==> config.mk <==
export PLATFORM = sky130hd
export DESIGN_NAME = pipeline_controller_flat
export DESIGN_NICKNAME = d
export VERILOG_FILES = /design/src/rtl/pipeline_controller_if.sv /design/src/rtl/pipeline_controller.sv /design/src/flat_wrapper.sv
export SDC_FILE = /design/constraint.sdc
export NUM_CORES = 1
export LEC_CHECK = 0
export BUFFER_PORTS_ARGS = -buffer_cell sky130_fd_sc_hd__buf_2
export CAP_MARGIN = 20
export CORE_MARGIN = 8
export CORE_UTILIZATION = 49
export CTS_CLUSTER_DIAMETER = 50
export DETAILED_ROUTE_END_ITERATION = 8
export MAX_ROUTING_LAYER = met4
export PLACE_DENSITY = 0.86
export SLEW_MARGIN = 20
export SYNTH_ARGS = -nofsm -noshare
export SYNTH_HDL_FRONTEND = slang
export SYNTH_SLANG_ARGS = --single-unit
==> constraint.sdc <==
create_clock -name clk -period 2.4 [get_ports clk]
set_input_delay 0.12 -clock clk [delete_from_list [all_inputs] [get_ports clk]]
set_output_delay 0.12 -clock clk [all_outputs]
set_load 0.01 [all_outputs]
==> src/rtl/pipeline_controller_if.sv <==
// Control/status bundle between the RSA ASIP datapath and its pipeline controller.
// The master side is the controller; the slave side is the datapath.
interface pipeline_controller_if #(
    parameter int REG_W = 4,
    parameter int CNT_W = 16
);
    // ID-stage decode fields
    logic [2:0]       id_opcode;
    logic [1:0]       id_funct;
    logic [REG_W-1:0] id_rs1;
    logic [REG_W-1:0] id_rs2;
    // EX / MEM status
    logic             ex_is_load;
    logic [REG_W-1:0] ex_rd;
    logic [1:0]       ex_branch;
    logic             ex_zero;
    logic             mem_access;
    logic             mem_ready;
    // Pipeline control
    logic             pc_en;
    logic             pc_src;
    logic             if_id_en;
    logic             if_id_flush;
    logic             id_ex_en;
    logic             id_ex_flush;
    logic             ex_mem_en;
    logic             mem_wb_bubble;
    // Memory handshake: mem_req stays high until the cycle in which mem_ready is seen;
    // that cycle completes the access and the pipeline advances.
    logic             mem_req;
    logic             err;
    logic [CNT_W-1:0] stall_cnt;

    modport master (
        input  id_opcode, id_funct, id_rs1, id_rs2,
        input  ex_is_load, ex_rd, ex_branch, ex_zero,
        input  mem_access, mem_ready,
        output pc_en, pc_src, if_id_en, if_id_flush, id_ex_en, id_ex_flush,
        output ex_mem_en, mem_wb_bubble, mem_req, err, stall_cnt
    );

    modport slave (
        output id_opcode, id_funct, id_rs1, id_rs2,
        output ex_is_load, ex_rd, ex_branch, ex_zero,
        output mem_access, mem_ready,
        input  pc_en, pc_src, if_id_en, if_id_flush, id_ex_en, id_ex_flush,
        input  ex_mem_en, mem_wb_bubble, mem_req, err, stall_cnt
    );
endinterface

==> src/rtl/pipeline_controller.sv <==
// Hazard and sequencing controller for the 5-stage RSA ASIP: load-use stalls,
// taken-branch squashes, multi-cycle data-memory waits and a sticky timeout error.
module pipeline_controller #(
    parameter int REG_W       = 4,
    parameter int MEM_TIMEOUT = 16,
    parameter int CNT_W       = 16
) (
    input  logic                   clk,
    input  logic                   rst_n,
    pipeline_controller_if.master  bus,
    output logic [1:0]             state_o
);

    localparam logic [1:0] ST_INIT     = 2'd0;
    localparam logic [1:0] ST_RUN      = 2'd1;
    localparam logic [1:0] ST_MEM_WAIT = 2'd2;
    localparam logic [1:0] ST_ERROR    = 2'd3;

    localparam int WAIT_W = $clog2(MEM_TIMEOUT + 1);
    localparam logic [WAIT_W-1:0] WAIT_LAST = WAIT_W'(MEM_TIMEOUT - 1);

    localparam logic [1:0] BR_JEQ = 2'b00;
    localparam logic [1:0] BR_JNE = 2'b01;
    localparam logic [1:0] BR_JMP = 2'b10;

    logic [1:0]        state_q, state_d;
    logic [WAIT_W-1:0] wait_q, wait_d;
    logic [CNT_W-1:0]  stall_q, stall_d;
    logic              err_q, err_d;

    logic rs1_used;
    logic rs2_used;
    logic load_use;
    logic br_taken;
    logic mem_stall;

    logic pc_en;
    logic pc_src;
    logic if_id_en;
    logic if_id_flush;
    logic id_ex_en;
    logic id_ex_flush;
    logic ex_mem_en;
    logic mem_wb_bubble;
    logic mem_req;

    // Source-operand usage by the ID-stage instruction
    always_comb begin
        rs1_used = 1'b0;
        rs2_used = 1'b0;
        case (bus.id_opcode)
            3'b000: begin
                rs1_used = 1'b1;
                rs2_used = ~bus.id_funct[0];
            end
            3'b001: begin
                rs1_used = 1'b1;
                rs2_used = (bus.id_funct == 2'b10);
            end
            3'b010: begin
                rs1_used = 1'b1;
            end
            3'b011: begin
                rs1_used = 1'b1;
                rs2_used = 1'b1;
            end
            default: begin
                rs1_used = 1'b0;
                rs2_used = 1'b0;
            end
        endcase
    end

    always_comb begin
        load_use = bus.ex_is_load &&
                   ((rs1_used && (bus.id_rs1 == bus.ex_rd)) ||
                    (rs2_used && (bus.id_rs2 == bus.ex_rd)));
        br_taken = ((bus.ex_branch == BR_JEQ) &&  bus.ex_zero) ||
                   ((bus.ex_branch == BR_JNE) && !bus.ex_zero) ||
                    (bus.ex_branch == BR_JMP);
        mem_stall = bus.mem_access && !bus.mem_ready;
    end

    // Defaults are the frozen/flushed pattern shared by INIT and reset.
    always_comb begin
        state_d       = state_q;
        wait_d        = wait_q;
        pc_en         = 1'b0;
        pc_src        = 1'b0;
        if_id_en      = 1'b0;
        if_id_flush   = 1'b1;
        id_ex_en      = 1'b0;
        id_ex_flush   = 1'b1;
        ex_mem_en     = 1'b0;
        mem_wb_bubble = 1'b1;
        mem_req       = 1'b0;

        case (state_q)
            ST_INIT: begin
                state_d = ST_RUN;
                wait_d  = '0;
            end

            ST_RUN: begin
                pc_en         = 1'b1;
                if_id_en      = 1'b1;
                if_id_flush   = 1'b0;
                id_ex_en      = 1'b1;
                id_ex_flush   = 1'b0;
                ex_mem_en     = 1'b1;
                mem_wb_bubble = 1'b0;
                mem_req       = bus.mem_access;
                wait_d        = '0;
                if (mem_stall) begin
                    // This RUN cycle is already the first cycle of the wait.
                    pc_en         = 1'b0;
                    if_id_en      = 1'b0;
                    id_ex_en      = 1'b0;
                    ex_mem_en     = 1'b0;
                    mem_wb_bubble = 1'b1;
                    wait_d        = WAIT_W'(1);
                    state_d       = ST_MEM_WAIT;
                end else if (br_taken) begin
                    pc_src      = 1'b1;
                    if_id_flush = 1'b1;
                    id_ex_flush = 1'b1;
                end else if (load_use) begin
                    pc_en       = 1'b0;
                    if_id_en    = 1'b0;
                    id_ex_flush = 1'b1;
                end
            end

            ST_MEM_WAIT: begin
                if_id_flush = 1'b0;
                id_ex_flush = 1'b0;
                mem_req     = bus.mem_access;
                if (bus.mem_ready) begin
                    // Branches seen while waiting are left for RUN to re-evaluate.
                    pc_en         = 1'b1;
                    if_id_en      = 1'b1;
                    id_ex_en      = 1'b1;
                    ex_mem_en     = 1'b1;
                    mem_wb_bubble = 1'b0;
                    wait_d        = '0;
                    state_d       = ST_RUN;
                end else if (wait_q >= WAIT_LAST) begin
                    wait_d  = '0;
                    state_d = ST_ERROR;
                end else begin
                    wait_d = wait_q + WAIT_W'(1);
                end
            end

            ST_ERROR: begin
                if_id_flush = 1'b0;
                id_ex_flush = 1'b0;
                wait_d      = '0;
                state_d     = ST_ERROR;
            end

            default: begin
                state_d = ST_INIT;
                wait_d  = '0;
            end
        endcase
    end

    always_comb begin
        stall_d = stall_q;
        if (((state_q == ST_RUN) || (state_q == ST_MEM_WAIT)) && !pc_en &&
            (stall_q != {CNT_W{1'b1}})) begin
            stall_d = stall_q + CNT_W'(1);
        end
        err_d = err_q || (state_d == ST_ERROR);
    end

    always_ff @(posedge clk or negedge rst_n) begin
        if (!rst_n) begin
            state_q <= ST_INIT;
            wait_q  <= '0;
            stall_q <= '0;
            err_q   <= 1'b0;
        end else begin
            state_q <= state_d;
            wait_q  <= wait_d;
            stall_q <= stall_d;
            err_q   <= err_d;
        end
    end

    assign bus.pc_en         = pc_en;
    assign bus.pc_src        = pc_src;
    assign bus.if_id_en      = if_id_en;
    assign bus.if_id_flush   = if_id_flush;
    assign bus.id_ex_en      = id_ex_en;
    assign bus.id_ex_flush   = id_ex_flush;
    assign bus.ex_mem_en     = ex_mem_en;
    assign bus.mem_wb_bubble = mem_wb_bubble;
    assign bus.mem_req       = mem_req;
    assign bus.err           = err_q;
    assign bus.stall_cnt     = stall_q;
    assign state_o           = state_q;

endmodule

==> src/flat_wrapper.sv <==
// flat-port wrapper written by rule: the top's interface ports become plain ports
module pipeline_controller_flat 
#(
    parameter int REG_W       = 4,
    parameter int MEM_TIMEOUT = 16,
    parameter int CNT_W       = 16
)
  (clk, rst_n, state_o, bus_id_opcode, bus_id_funct, bus_id_rs1, bus_id_rs2, bus_ex_is_load, bus_ex_rd, bus_ex_branch, bus_ex_zero, bus_mem_access, bus_mem_ready, bus_pc_en, bus_pc_src, bus_if_id_en, bus_if_id_flush, bus_id_ex_en, bus_id_ex_flush, bus_ex_mem_en, bus_mem_wb_bubble, bus_mem_req, bus_err, bus_stall_cnt);
  pipeline_controller_if #(.REG_W(REG_W), .CNT_W(CNT_W)) bus_i ();
  input  logic clk;
  input  logic rst_n;
  output logic [1:0] state_o;
  input wire logic [$bits(bus_i.id_opcode)-1:0] bus_id_opcode;
  input wire logic [$bits(bus_i.id_funct)-1:0] bus_id_funct;
  input wire logic [$bits(bus_i.id_rs1)-1:0] bus_id_rs1;
  input wire logic [$bits(bus_i.id_rs2)-1:0] bus_id_rs2;
  input wire logic [$bits(bus_i.ex_is_load)-1:0] bus_ex_is_load;
  input wire logic [$bits(bus_i.ex_rd)-1:0] bus_ex_rd;
  input wire logic [$bits(bus_i.ex_branch)-1:0] bus_ex_branch;
  input wire logic [$bits(bus_i.ex_zero)-1:0] bus_ex_zero;
  input wire logic [$bits(bus_i.mem_access)-1:0] bus_mem_access;
  input wire logic [$bits(bus_i.mem_ready)-1:0] bus_mem_ready;
  output wire logic [$bits(bus_i.pc_en)-1:0] bus_pc_en;
  output wire logic [$bits(bus_i.pc_src)-1:0] bus_pc_src;
  output wire logic [$bits(bus_i.if_id_en)-1:0] bus_if_id_en;
  output wire logic [$bits(bus_i.if_id_flush)-1:0] bus_if_id_flush;
  output wire logic [$bits(bus_i.id_ex_en)-1:0] bus_id_ex_en;
  output wire logic [$bits(bus_i.id_ex_flush)-1:0] bus_id_ex_flush;
  output wire logic [$bits(bus_i.ex_mem_en)-1:0] bus_ex_mem_en;
  output wire logic [$bits(bus_i.mem_wb_bubble)-1:0] bus_mem_wb_bubble;
  output wire logic [$bits(bus_i.mem_req)-1:0] bus_mem_req;
  output wire logic [$bits(bus_i.err)-1:0] bus_err;
  output wire logic [$bits(bus_i.stall_cnt)-1:0] bus_stall_cnt;
  assign bus_i.id_opcode = bus_id_opcode;
  assign bus_i.id_funct = bus_id_funct;
  assign bus_i.id_rs1 = bus_id_rs1;
  assign bus_i.id_rs2 = bus_id_rs2;
  assign bus_i.ex_is_load = bus_ex_is_load;
  assign bus_i.ex_rd = bus_ex_rd;
  assign bus_i.ex_branch = bus_ex_branch;
  assign bus_i.ex_zero = bus_ex_zero;
  assign bus_i.mem_access = bus_mem_access;
  assign bus_i.mem_ready = bus_mem_ready;
  assign bus_pc_en = bus_i.pc_en;
  assign bus_pc_src = bus_i.pc_src;
  assign bus_if_id_en = bus_i.if_id_en;
  assign bus_if_id_flush = bus_i.if_id_flush;
  assign bus_id_ex_en = bus_i.id_ex_en;
  assign bus_id_ex_flush = bus_i.id_ex_flush;
  assign bus_ex_mem_en = bus_i.ex_mem_en;
  assign bus_mem_wb_bubble = bus_i.mem_wb_bubble;
  assign bus_mem_req = bus_i.mem_req;
  assign bus_err = bus_i.err;
  assign bus_stall_cnt = bus_i.stall_cnt;
  pipeline_controller #(.REG_W(REG_W), .MEM_TIMEOUT(MEM_TIMEOUT), .CNT_W(CNT_W)) u_core (.clk(clk), .rst_n(rst_n), .bus(bus_i), .state_o(state_o));
endmodule
==> impl_metrics.py <==
metrics = {
    "min_path": {
        "hold_depth": 2,
        "hp-class": "input port to register",
    },
    "finish": {
        "area_growth_syn_to_layout_pct": 21.8,
        "final_nets": 231,
        "ff_latch_area_um2": 601,
        "fin_util_pct": 63.3,
        "layout-drive-gt1-share_pct": 32.8,
        "nFillCells": 247,
        "diodes": 0,
        "multi_input_area_um2": 792,
        "final_area_um2": 1760,
    },
    "critical_path": {
        "r2r_cells": 7,
        "crit_fanout": 10,
        "path_cells": "inv_1 -> ha_1 -> a31oi_1 -> o21a_2 -> a21boi_0 -> buf_2",
        "cp-end-kind": "output port",
        "crit_path_top_delay_cell": "dfrtp_1",
        "critical_path.startpoint_type": "register",
        "arrival_ns": 2.05,
        "crit_required_ns": 2.28,
        "crit_buf_inv": 2,
        "cpPeakStageDelay_ns": 0.45,
        "crit_type": "register to output port",
        "cp.depth": 6,
        "cp_top_family": "compound AO/OA/AOI/OAI gates",
    },
    "floorplan": {
        "die_h_um": 70.3,
        "die-area_um2": 4940,
        "num_rows": 19,
        "start_util_pct": 52.0,
        "core_area_um2": 2780,
        "io_pins": 53,
        "fp.dieW_um": 70.3,
    },
    "power_and_ir_drop": {
        "finalPower_mw": 1.63,
        "leakagePower_nw": 0.910,
        "p_clk_share_pct": 13.2,
        "p_sw_share_pct": 42.5,
        "combPwrFrac_pct": 52.4,
        "p_switching_uw": 694,
        "ir_drop_uv": 600,
        "internal_power_uw": 937,
        "p_seq_share_pct": 34.4,
        "p_per_area_nw_per_um2": 926,
    },
    "sta": {
        "min_period_ns": 2.17,
        "clock.fmax_mhz": 461,
        "relSlewSlack_pct": 65.0,
        "worstMarginPinSlew_ns": 0.524,
        "final-setup-viol-count": 0,
        "slew_viol_final": 0,
        "setup_tns_ns": 0,
        "fin_crit_sh_pct": 90.4,
        "fin_ws_ns": 0.231,
        "hold_viol": 0,
        "skew_ns": 0.00304,
        "rsz0062_at_grt": "false",
    },
    "route": {
        "drc": 0,
        "wire_per_inst_um": 14.3,
        "vias": 1218,
        "antenna_left": 0,
        "drt_iter0_markers": 55,
        "wl_um": 3270,
        "viasPerCell": 5.32,
        "first_pass_iters": 5,
    },
    "logic_synthesis": {
        "synthTopCellsByArea": "dfrtp_1 42%, xnor2_1 9.1%, ha_1 6.1%, xor2_1 5.5%, nand4_1 3.9%",
        "synth_seq_area_share_pct": 41.6,
        "yosys.cell_count.top_type": "dfrtp_1",
        "synth_seq_cells": 24,
        "synth_ff_type": "dfrtp_1",
        "synth_area_per_cell_um2": 9.97,
        "yosys_warnings": 0,
        "netlist_instances": 145,
        "synth-edff-count": 0,
        "mappedNetlistArea_um2": 1450,
        "async_reset_ff_share_pct": 100,
        "yosysUniqueCellTypes": 37,
        "synthTopCellsByCount": "24 x dfrtp_1, 15 x xnor2_1, 13 x nand2_1",
        "synth_top_cell_area_share_pct": 41.6,
        "synth_area_leader_cell": "dfrtp_1",
        "syn-num-nets": 177,
    },
    "cts": {
        "cts_tree": "yes",
        "clock_path_buffers": 2,
        "h-tree-depth": 1,
        "cts_root_buf": "clkbuf_4",
        "numClockSinks": 24,
        "clkTransAtPathRegs_ns": 0.13,
        "clk_latency_ns": 0.32,
        "cts_setup_buffers": 0,
        "numCtsBuffers": 3,
    },
    "place": {
        "place_ws_ns": 0.295,
        "gp_congestion": 0.845,
        "placed_area_um2": 1710,
        "dp_hpwl_um": 2680,
        "numPortBuffers": 52,
    },
    "grt": {
        "grt_pass1_vias": 1318,
        "grt_overflow": 0,
        "antenna_found_initial": 0,
        "grt_max_degree": 25,
        "track_usage_pct": 13.4,
        "grt_pass1_wl_um": 5580,
    },
    "outcome": {
        "status": "finished clean",
    },
    "flow_run": {
        "drv_cap": 0,
    },
}
final cells by class:
| class | instances | share of cell area (%) |
|---|---|---|
| Sequential cell | 24 | 34.1 |
| Clock buffer | 4 | 2.06 |
| Inverter | 6 | 1.28 |
| Timing Repair Buffer | 53 | 15.4 |
| Multi-Input combinational cell | 111 | 45.0 |
| Tap cell | 31 | 2.20 |
cell families (layout without fill, tap and decap cells):
group                    count (synthesis)  count (layout)  share of synthesized area (%)
adder cells (fa/ha/maj)                  7               7                           6.06
buffers and inverters                   10              63                           3.64
AND/OR/NAND/NOR                         57              57                           23.3
flip-flops                              24              24                           41.6
AO/OA/AOI/OAI                           22              22                           10.1
XOR/XNOR                                24              24                           14.5
multiplexers                             1               1                          0.779
metal layers:
layer,track usage [%],vias to the layer above,routed length (um)
met2,25.4,23,1860
met1,13.6,581,1260
met4,2.23,0,17
li1,-,611,-
met3,3.53,3,131
met5,-,-,0
cells in the final DEF (no fill, tap or decap), drive strengths merged, types with 6 or more instances in the layout:
cell type  count
buf           52
dfrtp         24
xnor2         15
nand2         13
nor2          11
nand4         11
xor2           9
ha             7
inv            6
o21ai          6
flip-flops by register name (all words and copies together), names as in the netlist:
signal                count
u_core.bus.err            1
u_core.state_o            2
u_core.wait_q             5
u_core.bus.stall_cnt     16
through the flow:
| stage | cells | hold slack, ns |
|---|---|---|
| detailed placement | 224 | 0.127 |
| global route | 229 | 0.0519 |
| finish | 229 | 0.0489 |
| CTS | 229 | 0.0415 |
| floorplan | 145 | -0.176 |
| global placement | 224 | 0.124 |
power groups by stage:
stage	clock network (mW)	logic [mW]	registers, mW
final	0.215	0.854	0.562
after global routing	0.237	0.938	0.572
after CTS	0.222	0.866	0.562
after detailed placement	0	0.865	0.570
after global placement	0	0.845	0.561
after floorplan	0	0.584	0.587
worst paths after layout:
path | start | end | slack, ns
hold / removal | bus_mem_ready | u_core.wait_q[0] | 0.05
min in group asynchronous | rst_n | u_core.state_o[0] | 0.29
hold reg to reg | u_core.bus.err | u_core.bus.err | 0.47
setup / recovery | u_core.state_o[1] | bus_if_id_en | 0.23
max in group asynchronous | rst_n | u_core.bus.stall_cnt[11] | 1.76
setup reg to reg | u_core.state_o[1] | u_core.bus.stall_cnt[3] | 0.27
what timing repair did:
item,in CTS,in global routing
hold buffers,1,0
resized for setup,0,0
hold endpoints to repair,24,0
Note: power is estimated with default switching activity, not from simulation.
